===== config.mk =====
export PLATFORM = sky130hd
export DESIGN_NAME = jtag_master
export DESIGN_NICKNAME = d
export VERILOG_FILES = /design/src/rtl/jtag_master_pkg.sv /design/src/rtl/jtag_tck_gen.sv /design/src/rtl/jtag_master.sv
export SDC_FILE = /design/constraint.sdc
export NUM_CORES = 1
export LEC_CHECK = 0
export CAP_MARGIN = 40
export CORE_AREA = 3 3 155 157
export DETAILED_ROUTE_END_ITERATION = 7
export DIE_AREA = 0 0 158 160
export PLACE_DENSITY = 0.72
export SETUP_SLACK_MARGIN = 0.05
export SYNTH_ARGS = -nofsm -noshare
export SYNTH_HDL_FRONTEND = slang
export SYNTH_HIERARCHICAL = 1
export SYNTH_SLANG_ARGS = --single-unit

===== constraint.sdc =====
create_clock -name clk_i -period 5 [get_ports clk_i]
set_clock_uncertainty 0.05 [all_clocks]
set_input_delay 1 -clock clk_i [delete_from_list [all_inputs] [get_ports clk_i]]
set_output_delay 1 -clock clk_i [all_outputs]
set_load 0.1 [all_outputs]

===== src/rtl/jtag_master_pkg.sv =====
// ============================================================================
// Module   : as_pack
// Brief    : Shared types and constants for the JTAG master engine.
// Revision : 1.0 - initial release
// ============================================================================
`default_nettype none

package as_pack;

  localparam int JTAG_MAX_LEN = 64;

  typedef enum logic [1:0] {
    OP_TAP_RESET = 2'b00,
    OP_IR_SCAN   = 2'b01,
    OP_DR_SCAN   = 2'b10,
    OP_IDLE_CLK  = 2'b11
  } jtag_op_t;

  typedef enum logic [2:0] {
    ST_PRST    = 3'd0,
    ST_IDLE    = 3'd1,
    ST_NAV_IN  = 3'd2,
    ST_SHIFT   = 3'd3,
    ST_NAV_OUT = 3'd4,
    ST_RUNIDLE = 3'd5,
    ST_DONE    = 3'd6
  } jtag_state_t;

  function automatic int max_int(input int a, input int b);
    return (a > b) ? a : b;
  endfunction

endpackage

`default_nettype wire


===== src/rtl/jtag_tck_gen.sv =====
// ============================================================================
// Module   : jtag_tck_gen
// Brief    : TCK divider; strobes mark the last clk cycle of each TCK phase.
// Revision : 1.0 - initial release
// ============================================================================
`default_nettype none

module jtag_tck_gen #(
  parameter int CLK_DIV = 2
) (
  input  logic clk_i,
  input  logic rst_i,
  input  logic run_i,
  output logic tck_o,
  output logic fall_stb,
  output logic rise_stb
);

  localparam logic [7:0] c_top = 8'(CLK_DIV - 1);

  logic [7:0] r_cnt;
  logic       r_tck;
  logic       w_end;

  assign w_end    = run_i && (r_cnt == c_top);
  assign rise_stb = w_end && !r_tck;
  assign fall_stb = w_end && r_tck;
  assign tck_o    = r_tck;

  always_ff @(posedge clk_i) begin
    if (rst_i || !run_i) begin
      r_cnt <= 8'd0;
      r_tck <= 1'b0;
    end else if (r_cnt == c_top) begin
      r_cnt <= 8'd0;
      r_tck <= ~r_tck;
    end else begin
      r_cnt <= r_cnt + 8'd1;
    end
  end

endmodule

`default_nettype wire


===== src/rtl/jtag_master.sv =====
// ============================================================================
// Module   : jtag_master
// Brief    : Command-driven JTAG TAP master (reset, IR/DR scan, idle clocks).
// Revision : 1.0 - initial release
// ============================================================================
`default_nettype none

module jtag_master
  import as_pack::*;
#(
  parameter int CLK_DIV = 2,
  parameter int MAX_LEN = JTAG_MAX_LEN
) (
  input  logic               clk_i,
  input  logic               rst_i,
  input  logic               cmd_valid_i,
  output logic               cmd_ready_o,
  input  logic [1:0]         cmd_op_i,
  input  logic [6:0]         cmd_len_i,
  input  logic [MAX_LEN-1:0] cmd_data_i,
  output logic               rsp_valid_o,
  output logic [MAX_LEN-1:0] rsp_data_o,
  output logic               busy_o,
  output logic               tck_o,
  output logic               tms_o,
  output logic               tdi_o,
  input  logic               tdo_i
);

  localparam int IW = max_int($clog2(MAX_LEN + 1), 7);

  jtag_state_t       r_state, w_nstate;
  logic [IW-1:0]     r_idx, w_nidx, r_len, w_len_eff;
  logic [MAX_LEN-1:0] r_sh, r_cap, r_bit, r_rsp_data;
  logic              r_run, r_tms, r_tdi, r_ready, r_rsp_valid, r_resp, r_is_ir;
  logic              w_fall, w_rise, w_last, w_ntms;
  jtag_op_t          w_op;

  jtag_tck_gen #(.CLK_DIV(CLK_DIV)) u_tck (
    .clk_i    (clk_i),
    .rst_i    (rst_i),
    .run_i    (r_run),
    .tck_o    (tck_o),
    .fall_stb (w_fall),
    .rise_stb (w_rise)
  );

  assign w_op        = jtag_op_t'(cmd_op_i);
  assign cmd_ready_o = r_ready;
  assign busy_o      = ~r_ready;
  assign rsp_valid_o = r_rsp_valid;
  assign rsp_data_o  = r_rsp_data;
  assign tms_o       = r_tms;
  assign tdi_o       = r_tdi;

  // Scans saturate to the register width; idle clocks keep the full count.
  always_comb begin
    w_len_eff = IW'(cmd_len_i);
    if ((w_op == OP_IR_SCAN || w_op == OP_DR_SCAN) && (IW'(cmd_len_i) > IW'(MAX_LEN)))
      w_len_eff = IW'(MAX_LEN);
  end

  always_comb begin
    w_last = 1'b0;
    case (r_state)
      ST_PRST:               w_last = (r_idx == IW'(5));
      ST_NAV_IN:             w_last = r_is_ir ? (r_idx == IW'(3)) : (r_idx == IW'(2));
      ST_SHIFT, ST_RUNIDLE:  w_last = (r_idx == r_len - IW'(1));
      ST_NAV_OUT:            w_last = (r_idx == IW'(1));
      default:               w_last = 1'b0;
    endcase

    w_nstate = r_state;
    w_nidx   = r_idx + IW'(1);
    if (w_last && r_state == ST_NAV_IN) begin
      w_nstate = ST_SHIFT;
      w_nidx   = '0;
    end else if (w_last && r_state == ST_SHIFT) begin
      w_nstate = ST_NAV_OUT;
      w_nidx   = '0;
    end

    w_ntms = 1'b0;
    case (w_nstate)
      ST_PRST:    w_ntms = (w_nidx != IW'(5));
      ST_NAV_IN:  w_ntms = (w_nidx == '0) || (r_is_ir && w_nidx == IW'(1));
      ST_SHIFT:   w_ntms = (w_nidx == r_len - IW'(1));
      ST_NAV_OUT: w_ntms = (w_nidx == '0);
      default:    w_ntms = 1'b0;
    endcase
  end

  always_ff @(posedge clk_i) begin
    if (rst_i) begin
      r_state     <= ST_PRST;
      r_idx       <= '0;
      r_len       <= '0;
      r_run       <= 1'b1;
      r_tms       <= 1'b1;
      r_tdi       <= 1'b0;
      r_ready     <= 1'b0;
      r_rsp_valid <= 1'b0;
      r_rsp_data  <= '0;
      r_resp      <= 1'b0;
      r_is_ir     <= 1'b0;
      r_sh        <= '0;
      r_cap       <= '0;
      r_bit       <= '0;
    end else begin
      r_rsp_valid <= 1'b0;
      case (r_state)
        ST_IDLE: begin
          if (cmd_valid_i) begin
            r_sh    <= cmd_data_i;
            r_cap   <= '0;
            r_bit   <= MAX_LEN'(1);
            r_len   <= w_len_eff;
            r_is_ir <= (w_op == OP_IR_SCAN);
            r_idx   <= '0;
            r_tdi   <= 1'b0;
            if (w_len_eff == '0) begin
              r_rsp_valid <= 1'b1;
              r_rsp_data  <= '0;
            end else begin
              r_ready <= 1'b0;
              r_run   <= 1'b1;
              r_resp  <= 1'b1;
              case (w_op)
                OP_TAP_RESET: begin r_state <= ST_PRST;    r_tms <= 1'b1; end
                OP_IDLE_CLK:  begin r_state <= ST_RUNIDLE; r_tms <= 1'b0; end
                default:      begin r_state <= ST_NAV_IN;  r_tms <= 1'b1; end
              endcase
            end
          end
        end
        ST_DONE: begin
          if (w_fall) begin
            r_state     <= ST_IDLE;
            r_run       <= 1'b0;
            r_ready     <= 1'b1;
            r_rsp_valid <= r_resp;
            if (r_resp) r_rsp_data <= r_cap;
          end
        end
        ST_PRST, ST_NAV_IN, ST_SHIFT, ST_NAV_OUT, ST_RUNIDLE: begin
          if (w_rise) begin
            if (r_state == ST_SHIFT) r_cap <= r_cap | (r_bit & {MAX_LEN{tdo_i}});
            // The final step of a sequence finishes its high phase in DONE.
            if (w_last && r_state != ST_NAV_IN && r_state != ST_SHIFT) r_state <= ST_DONE;
          end
          if (w_fall) begin
            r_state <= w_nstate;
            r_idx   <= w_nidx;
            r_tms   <= w_ntms;
            if (r_state == ST_SHIFT) r_bit <= r_bit << 1;
            if (w_nstate == ST_SHIFT) begin
              r_tdi <= r_sh[0];
              r_sh  <= r_sh >> 1;
            end else begin
              r_tdi <= 1'b0;
            end
          end
        end
        default: begin
          r_state <= ST_PRST;
          r_idx   <= '0;
          r_run   <= 1'b1;
          r_tms   <= 1'b1;
          r_resp  <= 1'b0;
        end
      endcase
    end
  end

endmodule

`default_nettype wire


Yosys cells after proc, flatten, opt, wreduce, memory -nomap -nowiden --
Cells that the tools add are included.
Storage, ports and cells: register bits after elaboration 289, input port bits 77, output and inout port bits 70, word-level logic and storage cells 156
Operators by class: $add $sub $neg 3, order comparisons 1, equal/unequal tests 34, muxes and demuxes 58, bitwise logic cells 7, reduce and logical (&&, ||, !) cells 37
Operator list (number):
- $mux 64 | 13
- $pmux 64 s2 | 4
- $and 64x64->64 | 1
- $or 64x64->64 | 1
- $mux 7 | 5
- $mux 3 | 8
- $reduce_and 4->1 | 6
- $pmux 7 s3 | 1
- $mux 1 | 17
- $eq 7x1->1 const B | 2
- $eq 7x2->1 const B | 2
- $eq 7x7->1 | 2
- $logic_not 7->1 | 2
- $eq 3x2->1 const B | 4
- $eq 3x3->1 const B | 4
- $ne 2x2->1 const B | 6
- $reduce_and 5->1 | 2
- $logic_and 1x1->1 | 9
- $ne 3x2->1 const B | 3
- $pmux 3 s3 | 1
- $reduce_and 3->1 | 3
- $add 8x1->8 const B | 1
- $eq 8x1->1 const B | 1
- $pmux 1 s2 | 4
- other kinds (23) | 38

Logic depth before layout (Yosys ltp) --
depth after elaboration 12, mapped depth 14, gate-level depth less buffers 12

Hierarchy --
Netlist, hierarchy kept.
By module, submodules not included:
- jtag_master | times used 1, cells an instance 1191, area an instance 10874.2 um^2
- jtag_tck_gen | times used 1, cells an instance 47, area an instance 415.4 um^2

Least setup slack after synthesis --
OpenSTA, ideal clock, no wires.
path type register -> register, start register u_tck.r_tck, in the netlist u_tck/tck_o, end register r_rsp_data[10], in the netlist rsp_data_o[10], setup time 0.128 ns, data arrival time 2.790 ns, path slack 2.033 ns, cell stages (with the launch flop) 12, path buffers 2, clock period less this slack 2.967 ns, cell sequence dfxtp_1 inv_1 nor2_1 nand2_1 nand2_1 nand2_1 a21oi_1 a21oi_1 clkbuf_1 clkbuf_1 a22oi_1 nor2_1
Between the ends: cells in the longest elaborated chain, start to end 3
Ends and longest elaborated chain:
- start, declared | line jtag_tck_gen.sv:22 | logic r_tck;
- start signal, assigned | line jtag_tck_gen.sv:36 | r_tck <= ~r_tck;
- $logic_and 1x1->1 | line jtag_tck_gen.sv:27 | assign fall_stb = w_end && r_tck;
- via w_fall | line jtag_master.sv:36 | logic w_fall, w_rise, w_last, w_ntms;
- $ne 2x1->1 (no line)
- $reduce_and 5->1 (no line)
- end signal, assigned | line jtag_master.sv:142 | if (r_resp) r_rsp_data <= r_cap;
- end, declared | line jtag_master.sv:34 | logic [MAX_LEN-1:0] r_sh, r_cap, r_bit, r_rsp_data;
The timed path passes the listed nets, and every way through them passes these cells. A chain may end at the register's enable or synchronous reset.

Worst setup path in the final report --
start register r_state[0], end register r_sh[43]
Between the ends: cells in the longest elaborated chain, start to end 9, elaborated cells between the ends (all ways) 20
Ends and longest elaborated chain:
- start, declared | line jtag_master.sv:32 | jtag_state_t r_state, w_nstate;
- start signal, assigned | line jtag_master.sv:152 | r_state <= w_nstate;
- $eq 3x2->1 or $eq 3x3->1 (tied branches) | line jtag_master.sv:65, jtag_master.sv:78, jtag_master.sv:111
- $reduce_or 2->1 | line jtag_master.sv:65 | case (r_state)
- $pmux 1 s4 | line jtag_master.sv:65
- $logic_and 1x1->1 | line jtag_master.sv:78 | end else if (w_last && r_state == ST_SHIFT) begin
- $mux 3 | line jtag_master.sv:78
- $mux 3 | line jtag_master.sv:75 | if (w_last && r_state == ST_NAV_IN) begin
- $eq 3x2->1 | line jtag_master.sv:156 | if (w_nstate == ST_SHIFT) begin
- $ne 2x2->1 (no line)
- $reduce_and 4->1 (no line)
- end signal, assigned | line jtag_master.sv:114 | r_sh <= cmd_data_i;
- end signal, assigned | line jtag_master.sv:158 | r_sh <= r_sh >> 1;
- end, declared | line jtag_master.sv:34
Parallel ways exist; a longest one is shown, timed or not.

==> results.toml <==
[outcome]
status = "complete, no violations"

[yosys]
synth_top_flop_cell = "dfxtp_1"
yosysWarnings = 6
ys_ff_latch = 289
syn_avg_cell_area_um2 = 9.119
yosysUniqueCellTypes = 65
syn_inst = 1238
synth_fp_nets = 1322
ys_seq_area_share_pct = 51.25
synth_edf_count = 0
syn_area_um2 = 11290
ys_async_sr_fraction_pct = 0

[route]
via_per_inst = 5.605
drc_errors = 0
vias = 9601
drt_first_pass_iters = 6
ant_nets = 0
wl_um = 27870
wire_per_inst_um = 16.27
drt_iter0_drc = 654

[die]
die_w_um = 158
core_area_um2 = 22640
die_area_um2 = 25280
die_y_um = 160
io_pins = 147
start_util_pct = 49.86
fp-row-count = 55

[hold_path]
min_delay_worst_endpoint = "r_cap[23]"
worstHoldStart = "r_cap[23]"
hold_class = "register to register"
hold_path_depth = 2

[sta]
max_freq_mhz = 261.9
rsz0062_at_grt = "no"
finalSetupViolCount = 0
period_minus_slack_ns = 3.818
hold_viol = 0
relSlewSlack_pct = 46.16
slew_viol_final = 0
period_share_pct = 76.36
setup_tns_ns = 0
setup_ws_ns = 1.182
worst_pin_slew_ns = 0.8066

[power_and_ir_drop]
p_int_uw = 3799
clkPwrFrac_pct = 47.7
pwr-share-seq_pct = 47.9
power.leakage_uw = 0.005256
switching_share_pct = 21.71
ir_worst_vdd_mv = 0.2552
switching_power_uw = 1054
p_comb_share_pct = 4.4
p_per_area_nw_per_um2 = 319.9

[clock_tree]
clkTransAtPathRegs_ns = 0.06
cts-root-buf = "clkbuf_16"
cts_sinks = 289
cts_resized = 0
postCtsSetupBuffers = 0
hold_buffers = 0
cts_inserted_buffers = 30
h-tree-depth = 1
cts_buffer_depth = 3
tritoncts = "done"
insertion_delay_ns = 0.56

[setup_path]
worst-path-buf-inv = 2
crit_arrival_ns = 4.21
path_max_fanout = 50
worstSetupEndpointType = "register"
start_kind = "register"
r2r_end = "r_sh[43]"
startpoint = "r_state[0]"
critPathSlowestCell = "dfxtp_1"
required_ns = 5.39
cp_top_family = "simple AND/OR/NAND/NOR gates"
r2r_cells = 9
path_class = "register to register"
max_stage_delay_ns = 0.84
r2r_start = "r_state[0]"
path_cells = "inv_1 -> nor2_1 -> o32a_1 -> xor2_1 -> or3_1 -> o21ai_2 -> nand3_4 -> buf_4 -> a211oi_1"
r2r_slack_ns = 1.18

[finish]
areaGrowthSynthToFinish_pct = 34.37
antennaDiodeCount = 0
nets = 1489
fin_area_um2 = 15170
utilization_pct = 67.00
drive_gt1_share_pct = 11.62

[global_routing]
gr-total-overflow = 0
antenna_found_initial = 0
grt_pass1_wl_um = 45970
grt_use_total_pct = 21.41
grt_pass1_vias = 9277
grt_max_degree = 79

[run]
drv_cap = 0

[placed_design]
gp_congestion = 0.9166
hpwl_um = 17740
placed_area_um2 = 14110
io_buffers = 146
post-place-ws_ns = 1.277
[per-layer routing]
metal	global-route usage, %	vias to the layer above	wire length, um
met4	5.984	0	693
met2	34.84	250	13180
met5	0	-	0
li1	-	4743	-
met3	3.333	53	1415
met1	29.61	4555	12580
[sequential cells by signal, summed over array words and instances (netlist names)]
name	flops
r_cap	64
r_len	7
r_bit	64
r_resp	1
r_state	3
r_run	1
rsp_valid_o	1
r_sh	64
tdi_o	1
u_tck/r_cnt	8
u_tck/tck_o	1
tms_o	1
r_is_ir	1
rsp_data_o	64
cmd_ready_o	1
r_idx	7
[synthesized netlist by cell type, types with 4 or more instances]
cell type | n | area (um2)
nand2_1 | 34 | 127.6
xnor2_1 | 8 | 70.07
buf_6 | 5 | 56.30
clkbuf_1 | 71 | 266.5
xor2_1 | 17 | 148.9
nor4_1 | 4 | 25.02
mux2i_1 | 64 | 640.6
nor3_1 | 12 | 60.06
ha_1 | 7 | 87.58
a31oi_1 | 6 | 37.54
buf_1 | 8 | 30.03
inv_1 | 17 | 63.81
nand3_1 | 20 | 100.1
a21oi_1 | 84 | 420.4
buf_2 | 11 | 55.05
dfxtp_1 | 289 | 5786
nand2b_1 | 4 | 25.02
nand4_1 | 7 | 43.79
o21ai_0 | 14 | 70.07
or3_1 | 4 | 25.02
a211oi_1 | 64 | 480.5
a22oi_1 | 132 | 991.0
nor2_1 | 295 | 1107
[tightest hold or removal path, cell delays in order (launching register included)]
cell and delay, ns:
dfxtp_1 0.33, a21oi_1 0.04, nor2_1 0.06
[final cells by class]
type                    instances  area [um2]
clock inverters                17       224.0
repair buffers                231        2829
flip-flops and latches        289        5786
well taps                     285       356.6
clock buffers                  38       830.8
inverters                      18       67.56
multi-input cells             835        5076
fillers                      1769        7471
[through the flow]
stage	total power (uW)	hold WS [ns]	std cells
floorplan	2479	0.3872	1238
global placement	2575	0.4011	1586
detailed placement	2587	0.4041	1658
CTS	4902	0.4203	1713
global route	5010	0.4389	1713
finish	4852	0.4172	1713
[cell usage in the layout, fill, tap and decap left out, types with 20 or more instances in the layout]
| cell type | netlist | routed |
|---|---|---|
| buf_8 | 0 | 57 |
| clkbuf_16 | 0 | 30 |
| mux2i_1 | 64 | 64 |
| a211oi_1 | 64 | 64 |
| nor2_1 | 295 | 294 |
| a21oi_1 | 84 | 82 |
| nand2_1 | 34 | 31 |
| clkdlybuf4s50_1 | 0 | 145 |
| a22oi_1 | 132 | 132 |
| dfxtp_1 | 289 | 289 |
| nand3_1 | 20 | 20 |
[power by group through the flow]
stage	clock network, uW	logic (uW)	registers, uW
floorplan	0	102	2380
global placement	0	201	2370
detailed placement	0	213	2370
CTS	2360	215	2320
global route	2460	230	2320
finish	2310	214	2320
[cells by family after synthesis]
logic type,count (synthesis),synth area share (%)
xor gates and xnor gates,25,1.939
adders and majority gates,7,0.7758
AOI/OAI and AO/OA,338,20.86
DFF,289,51.25
muxes,67,5.974
and+or+nand+nor,398,14.93
buffers and inverters,114,4.278
[worst max-delay path by stage]
| stage | cells past startpoint | to | slack [ns] |
|---|---|---|---|
| final | 9 | r_sh[43] | 1.18 |
| after detailed placement | 9 | r_sh[19] | 1.28 |
| after CTS | 9 | r_sh[43] | 1.22 |
| after floorplan | 11 | rsp_data_o[10] | 2.03 |
| after global routing | 10 | r_sh[22] | 0.79 |
| after global placement | 10 | r_sh[3] | 1.34 |
Power figures use the tool's default switching activity.
